===== config.mk =====
export PLATFORM = sky130hd
export DESIGN_NAME = uart_tx_stimulus
export DESIGN_NICKNAME = d
export VERILOG_FILES = /design/src/rtl/uart_pkg.sv /design/src/rtl/uart_tx_fifo.sv /design/src/rtl/uart_tx_stimulus.sv
export SDC_FILE = /design/constraint.sdc
export NUM_CORES = 1
export LEC_CHECK = 0
export CAP_MARGIN = 25
export CORE_ASPECT_RATIO = 0.75
export CORE_MARGIN = 10
export CORE_UTILIZATION = 25
export DETAILED_ROUTE_END_ITERATION = 10
export GPL_TIMING_DRIVEN = 0
export PLACE_DENSITY = 0.41
export REMOVE_ABC_BUFFERS = 1
export SETUP_SLACK_MARGIN = 0.4
export SLEW_MARGIN = 10
export SYNTH_ARGS = -nofsm -noshare
export SYNTH_HDL_FRONTEND = slang
export SYNTH_SLANG_ARGS = --single-unit
export TNS_END_PERCENT = 50

===== constraint.sdc =====
create_clock -name CLK -period 2.2 [get_ports CLK]
set_input_delay 0.22 -clock CLK [delete_from_list [all_inputs] [get_ports CLK]]
set_output_delay 0.22 -clock CLK [all_outputs]
set_load 0.005 [all_outputs]

===== src/rtl/uart_pkg.sv =====
// Shared UART framing constants and transmitter state encoding.
// Frame is 8N1: one start bit, UART_DATA_BITS data bits, UART_STOP_BITS stop bit.
package uart_pkg;

  localparam int UART_DATA_BITS  = 8;
  localparam int UART_STOP_BITS  = 1;
  localparam int UART_FRAME_BITS = 1 + UART_DATA_BITS + UART_STOP_BITS;

  typedef enum logic [1:0] {
    IDLE  = 2'd0,
    START = 2'd1,
    DATA  = 2'd2,
    STOP  = 2'd3
  } uart_state_t;

endpackage


===== src/rtl/uart_tx_fifo.sv =====
// Purpose: synchronous byte FIFO with registered occupancy for the UART transmitter.
// Latency: a pushed byte is visible at head_dat and counted in level after one edge.
// Backpressure: pushes are dropped when level==FIFO_DEPTH before the edge; pops when empty are ignored.
module uart_tx_fifo #(
  parameter int FIFO_DEPTH = 4
) (
  input  logic                          clk,
  input  logic                          reset,
  input  logic                          push,
  input  logic [7:0]                    push_dat,
  input  logic                          pop,
  output logic [7:0]                    head_dat,
  output logic [$clog2(FIFO_DEPTH):0]   level
);

  localparam int AW = $clog2(FIFO_DEPTH);
  localparam logic [AW:0] DEPTH_L = FIFO_DEPTH[AW:0];

  logic [7:0]    mem [FIFO_DEPTH];
  logic [AW-1:0] wr_ptr;
  logic [AW-1:0] rd_ptr;
  logic          do_push;
  logic          do_pop;

  // Full/empty come from the pre-edge level, so a pop never frees room for a same-edge push.
  assign do_push  = push && (level < DEPTH_L);
  assign do_pop   = pop && (level != '0);
  assign head_dat = mem[rd_ptr];

  always_ff @(posedge clk) begin
    if (do_push) begin
      mem[wr_ptr] <= push_dat;
    end
  end

  always_ff @(posedge clk) begin
    if (reset) begin
      wr_ptr <= '0;
      rd_ptr <= '0;
      level  <= '0;
    end else begin
      if (do_push) begin
        wr_ptr <= wr_ptr + 1'b1;
      end
      if (do_pop) begin
        rd_ptr <= rd_ptr + 1'b1;
      end
      case ({do_push, do_pop})
        2'b10:   level <= level + 1'b1;
        2'b01:   level <= level - 1'b1;
        default: level <= level;
      endcase
    end
  end

endmodule


===== src/rtl/uart_tx_stimulus.sv =====
// Purpose: buffered 8N1 UART transmitter driving an MCU RXD pin from a byte valid/ready stream.
// Latency: byte accepted at edge N drives the start bit from edge N+2; frames are 10*CLK_DIV cycles, back to back.
// Backpressure: READY drops when the FIFO holds FIFO_DEPTH bytes; bytes offered while READY is low are ignored.
module uart_tx_stimulus #(
  parameter int CLK_DIV    = 16,
  parameter int FIFO_DEPTH = 4
) (
  input  logic                          CLK,
  input  logic                          RESET,
  input  logic [7:0]                    DATA,
  input  logic                          VALID,
  output logic                          READY,
  output logic                          TXD,
  output logic                          BUSY,
  output logic [$clog2(FIFO_DEPTH):0]   LEVEL
);

  import uart_pkg::*;

  localparam int BW = $clog2(CLK_DIV);
  localparam logic [BW-1:0] BAUD_LAST = BW'(CLK_DIV - 1);
  localparam logic [2:0]    BIT_LAST  = 3'(UART_DATA_BITS - 1);
  localparam logic [$clog2(FIFO_DEPTH):0] DEPTH_L = FIFO_DEPTH[$clog2(FIFO_DEPTH):0];

  uart_state_t   state_q;
  uart_state_t   state_d;
  logic [BW-1:0] baud_q;
  logic [BW-1:0] baud_d;
  logic [2:0]    bit_q;
  logic [2:0]    bit_d;
  logic [7:0]    shift_q;
  logic [7:0]    shift_d;
  logic          txd_d;
  logic          pop;
  logic          push;
  logic [7:0]    head;
  logic          fifo_empty;
  logic          baud_end;

  assign READY      = (LEVEL < DEPTH_L);
  assign push       = VALID && READY && !RESET;
  assign fifo_empty = (LEVEL == '0);
  assign BUSY       = (state_q != IDLE) || !fifo_empty;
  assign baud_end   = (baud_q == BAUD_LAST);

  uart_tx_fifo #(
    .FIFO_DEPTH(FIFO_DEPTH)
  ) u_fifo (
    .clk      (CLK),
    .reset    (RESET),
    .push     (push),
    .push_dat (DATA),
    .pop      (pop),
    .head_dat (head),
    .level    (LEVEL)
  );

  // TXD is registered from the current state, so the line trails the state by one cycle.
  always_comb begin
    state_d = state_q;
    baud_d  = baud_q;
    bit_d   = bit_q;
    shift_d = shift_q;
    pop     = 1'b0;
    txd_d   = 1'b1;
    case (state_q)
      IDLE: begin
        if (!fifo_empty) begin
          pop     = 1'b1;
          shift_d = head;
          baud_d  = '0;
          bit_d   = '0;
          state_d = START;
        end
      end
      START: begin
        txd_d = 1'b0;
        if (baud_end) begin
          baud_d  = '0;
          state_d = uart_pkg::DATA;
        end else begin
          baud_d = baud_q + 1'b1;
        end
      end
      uart_pkg::DATA: begin
        txd_d = shift_q[0];
        if (baud_end) begin
          baud_d  = '0;
          shift_d = {1'b0, shift_q[7:1]};
          if (bit_q == BIT_LAST) begin
            bit_d   = '0;
            state_d = STOP;
          end else begin
            bit_d = bit_q + 1'b1;
          end
        end else begin
          baud_d = baud_q + 1'b1;
        end
      end
      STOP: begin
        if (baud_end) begin
          baud_d = '0;
          if (!fifo_empty) begin
            pop     = 1'b1;
            shift_d = head;
            state_d = START;
          end else begin
            state_d = IDLE;
          end
        end else begin
          baud_d = baud_q + 1'b1;
        end
      end
      default: state_d = IDLE;
    endcase
  end

  always_ff @(posedge CLK) begin
    if (RESET) begin
      state_q <= IDLE;
      baud_q  <= '0;
      bit_q   <= '0;
      shift_q <= '0;
      TXD     <= 1'b1;
    end else begin
      state_q <= state_d;
      baud_q  <= baud_d;
      bit_q   <= bit_d;
      shift_q <= shift_d;
      TXD     <= txd_d;
    end
  end

endmodule

==> flow_metrics.env <==
export IMPL_p_leak_nw=1.189
export IMPL_fmax_mhz=469.1
export IMPL_gp_congestion=0.6834
export IMPL_syn_area_mm2=0.002670
export IMPL_start_util=0.2575
export IMPL_drc=0
export IMPL_fp_dieH_um=109.5
export IMPL_final_antenna_net_count=0
export IMPL_ys_flop_type="edfxtp_1"
export IMPL_cts_hold_buf=0
export IMPL_fillers=1030
export IMPL_status="complete, no violations"
export IMPL_finClkSkew_ns=0.008367
export IMPL_synth_mux_area_frac=0.07123
export IMPL_core_mm2=0.01037
export IMPL_routed_wl_mm=5.279
export IMPL_slew_headroom=0.6351
export IMPL_avgRoutedWirePerCell_um=13.64
export IMPL_reg2reg_depth=9
export IMPL_total_power_w=0.004910
export IMPL_numCtsBuffers=9
export IMPL_layout_drive_gt1_share=0.2510
export IMPL_yosysWarnings=0
export IMPL_worstPathRequired_ns=2.45
export IMPL_postSynthRegisterBits=59
export IMPL_synthAdderAreaFrac=0.07310
export IMPL_synth_top_family_by_area="simple AND/OR/NAND/NOR gates"
export IMPL_tightest_slew_ns=0.5473
export IMPL_crit_path_end_kind="flop"
export IMPL_syn_inst=218
export IMPL_drtIter0Drc=86
export IMPL_nets=272
export IMPL_rsz0062_at_grt="true"
export IMPL_finalSetupViolations=0
export IMPL_cts_tree="yes"
export IMPL_clk_pin_slew_worst_paths_ns=0.06
export IMPL_clkSinkCount=59
export IMPL_synth_area_top_cells="edfxtp_1 36%, dfxtp_1 20%, mux2i_1 7.1%, ha_1 6.6%, nor2_1 3.1%"
export IMPL_firstDrtPassIters=4
export IMPL_max_cap_viol_count=0
export IMPL_syn_to_final_growth_pct=30.60
export IMPL_synth_most_common_cell="edfxtp_1"
export IMPL_vias_per_cell=4.408
export IMPL_cts_root_buffer="clkbuf_16"
export IMPL_post_synth_cell_area_avg_um2=12.25
export IMPL_synth_top_area_cell="edfxtp_1"
export IMPL_synth_xor_area_frac=0.01640
export IMPL_dpl_hpwl_mm=3.489
export IMPL_synth_distinct_cells=44
export IMPL_min_delay_path_class="input pin to flop"
export IMPL_finalCritPeriodShare=0.9690
export IMPL_grt_pass1_vias=1723
export IMPL_io_pins=17
export IMPL_row_count=32
export IMPL_synthArstFlopShare=0
export IMPL_whs_path_depth=2
export IMPL_grt_use_total=0.07399
export IMPL_clk_insertion_delay_late_ns=0.32
export IMPL_path_max_fanout=5
export IMPL_critPathKind="flop to flop"
export IMPL_hp_start="RESET"
export IMPL_die_w_um=139.3
export IMPL_synthSimpleGateAreaFrac=0.1448
export IMPL_yosys_area_top_type_share=0.3599
export IMPL_maxSlewViolCount=0
export IMPL_antenna_found_initial=0
export IMPL_r2r_setup_slack_ns=0.07
export IMPL_preCtsSetupSlack_ns=-0.3968
export IMPL_critical_path_arrival_ns=2.39
export IMPL_ys_top_cells_by_count="32 x edfxtp_1, 27 x dfxtp_1, 22 x nor2_1"
export IMPL_r2r_end="u_fifo.level[2]$_SDFFE_PP0P_"
export IMPL_io_buffers=16
export IMPL_yosysSeqAreaShare=0.5623
export IMPL_vdd_drop_max_mv=0.4764
export IMPL_dieArea_mm2=0.01526
export IMPL_fin_tns_setup_ns=0
export IMPL_start_kind="flop"
export IMPL_startpoint="state_q[0]$_SDFFE_PP0P_"
export IMPL_cts_buffer_depth=2
export IMPL_power_density_mw_per_mm2=1408
export IMPL_synth_edf_count=32
export IMPL_synth_compound_area_share=0.09513
export IMPL_regToRegStartpoint="state_q[0]$_SDFFE_PP0P_"
export IMPL_grt_max_degree=21
export IMPL_diodes=0
export IMPL_htreeDepth=3
export IMPL_grt_pass1_wl_mm=8.907
export IMPL_grt_overflow=0
export IMPL_hold_viol=0
export IMPL_min_to="u_fifo.wr_ptr[0]$_SDFFE_PP0P_"
export IMPL_fin_crit_ns=2.132
export IMPL_vias=1706
export IMPL_setup_slack_ns=0.06814
cell type report:
type	count	area, um2	share of cell area
sequential	59	1513	0.4338
multi-input combinational	137	1180	0.3384
timing repair buffer	27	255.2	0.07320
clock buffer	10	229.0	0.06566
tap	136	170.2	0.04880
clock inverter	6	90.09	0.02583
inverter	12	50.05	0.01435
critical path, cell delays in order (launching register included):
cell	delay [ns]
dfxtp_4	0.38
inv_4	0.06
ha_4	0.26
nor3_4	0.20
ha_2	0.22
inv_2	0.04
fa_2	0.32
xor2_1	0.15
or3_1	0.32
a21oi_2	0.11
metrics by stage:
step	utilization	hold slack (ns)	instances	cell area [um2]
after floorplan	-	0.2891	208	2616
after global placement	0.2841	0.4601	360	2947
after detailed placement	0.2856	0.4719	361	2962
after CTS	0.3327	0.4810	385	3450
after global routing	0.3363	0.4079	387	3487
final	0.3363	0.3706	387	3487
kinds of logic after synthesis:
| family | after synthesis |
|---|---|
| and+or+nand+nor | 62 |
| DFF | 59 |
| AOI/OAI and AO/OA | 36 |
| buffers and inverters | 22 |
| muxes | 19 |
| adders and majority gates | 15 |
| xor gates and xnor gates | 5 |
what timing repair did:
action / 4_1_cts / 5_1_grt
pin swaps: 7 / 4
gates cloned: 0 / 0
buffers inserted: 8 / 2
resized for setup: 30 / 6
endpoints found under the setup margin: 53 / 42
power by group:
part	internal [W]	total, W	leakage, nW	switching [W]
combinational	0.000915	0.00191	0.522	0.000999
sequential	0.00135	0.00152	0.514	0.000166
clock	0.000992	0.00148	0.153	0.000485
total	0.00326	0.00491	1.19	0.00165
worst max path at each step:
stage	cells past startpoint	end
3_5_place_dp	9	u_fifo.level[2]$_SDFFE_PP0P_
4_1_cts	9	u_fifo.level[2]$_SDFFE_PP0P_
5_1_grt	9	u_fifo.level[2]$_SDFFE_PP0P_
2_1_floorplan	9	u_fifo.level[2]$_SDFFE_PP0P_
6_report	9	u_fifo.level[2]$_SDFFE_PP0P_
3_3_place_gp	9	u_fifo.level[2]$_SDFFE_PP0P_
placed cells by master (no fill, tap or decap), drive strengths merged, types with 2 or more instances in the layout:
cell type	instances
inv	12
clkbuf	10
nand2b	5
bufinv	2
and2	4
nand4	2
nor3	10
dlymetal6s2s	2
nor4b	2
clkdlybuf4s50	14
buf	11
a21oi	10
nand4b	2
clkinv	3
nand3	2
o21ai	4
or3	3
xnor2	3
mux2i	19
dfxtp	27
nor3b	4
a211oi	8
edfxtp	32
xor2	2
nor2	22
ha	14
o22ai	8
flip-flops by register name, summed over array words and instances (netlist names), named ones only:
signal and flops:
u_fifo.wr_ptr 2, u_fifo.rd_ptr 2, state_q 2, u_fifo.mem 32, TXD 1, u_fifo.level 3, baud_q 4, shift_q 8
bit_q 3
metal layers:
layer  GRT usage  vias up  wire (um)
li1            -      859          -
met4     0.03789        0         73
met1     0.09715      818       2810
met3     0.02499        6        187
met2      0.1060       23       2208
met5           0        -          0
Power figures use the tool's default switching activity.
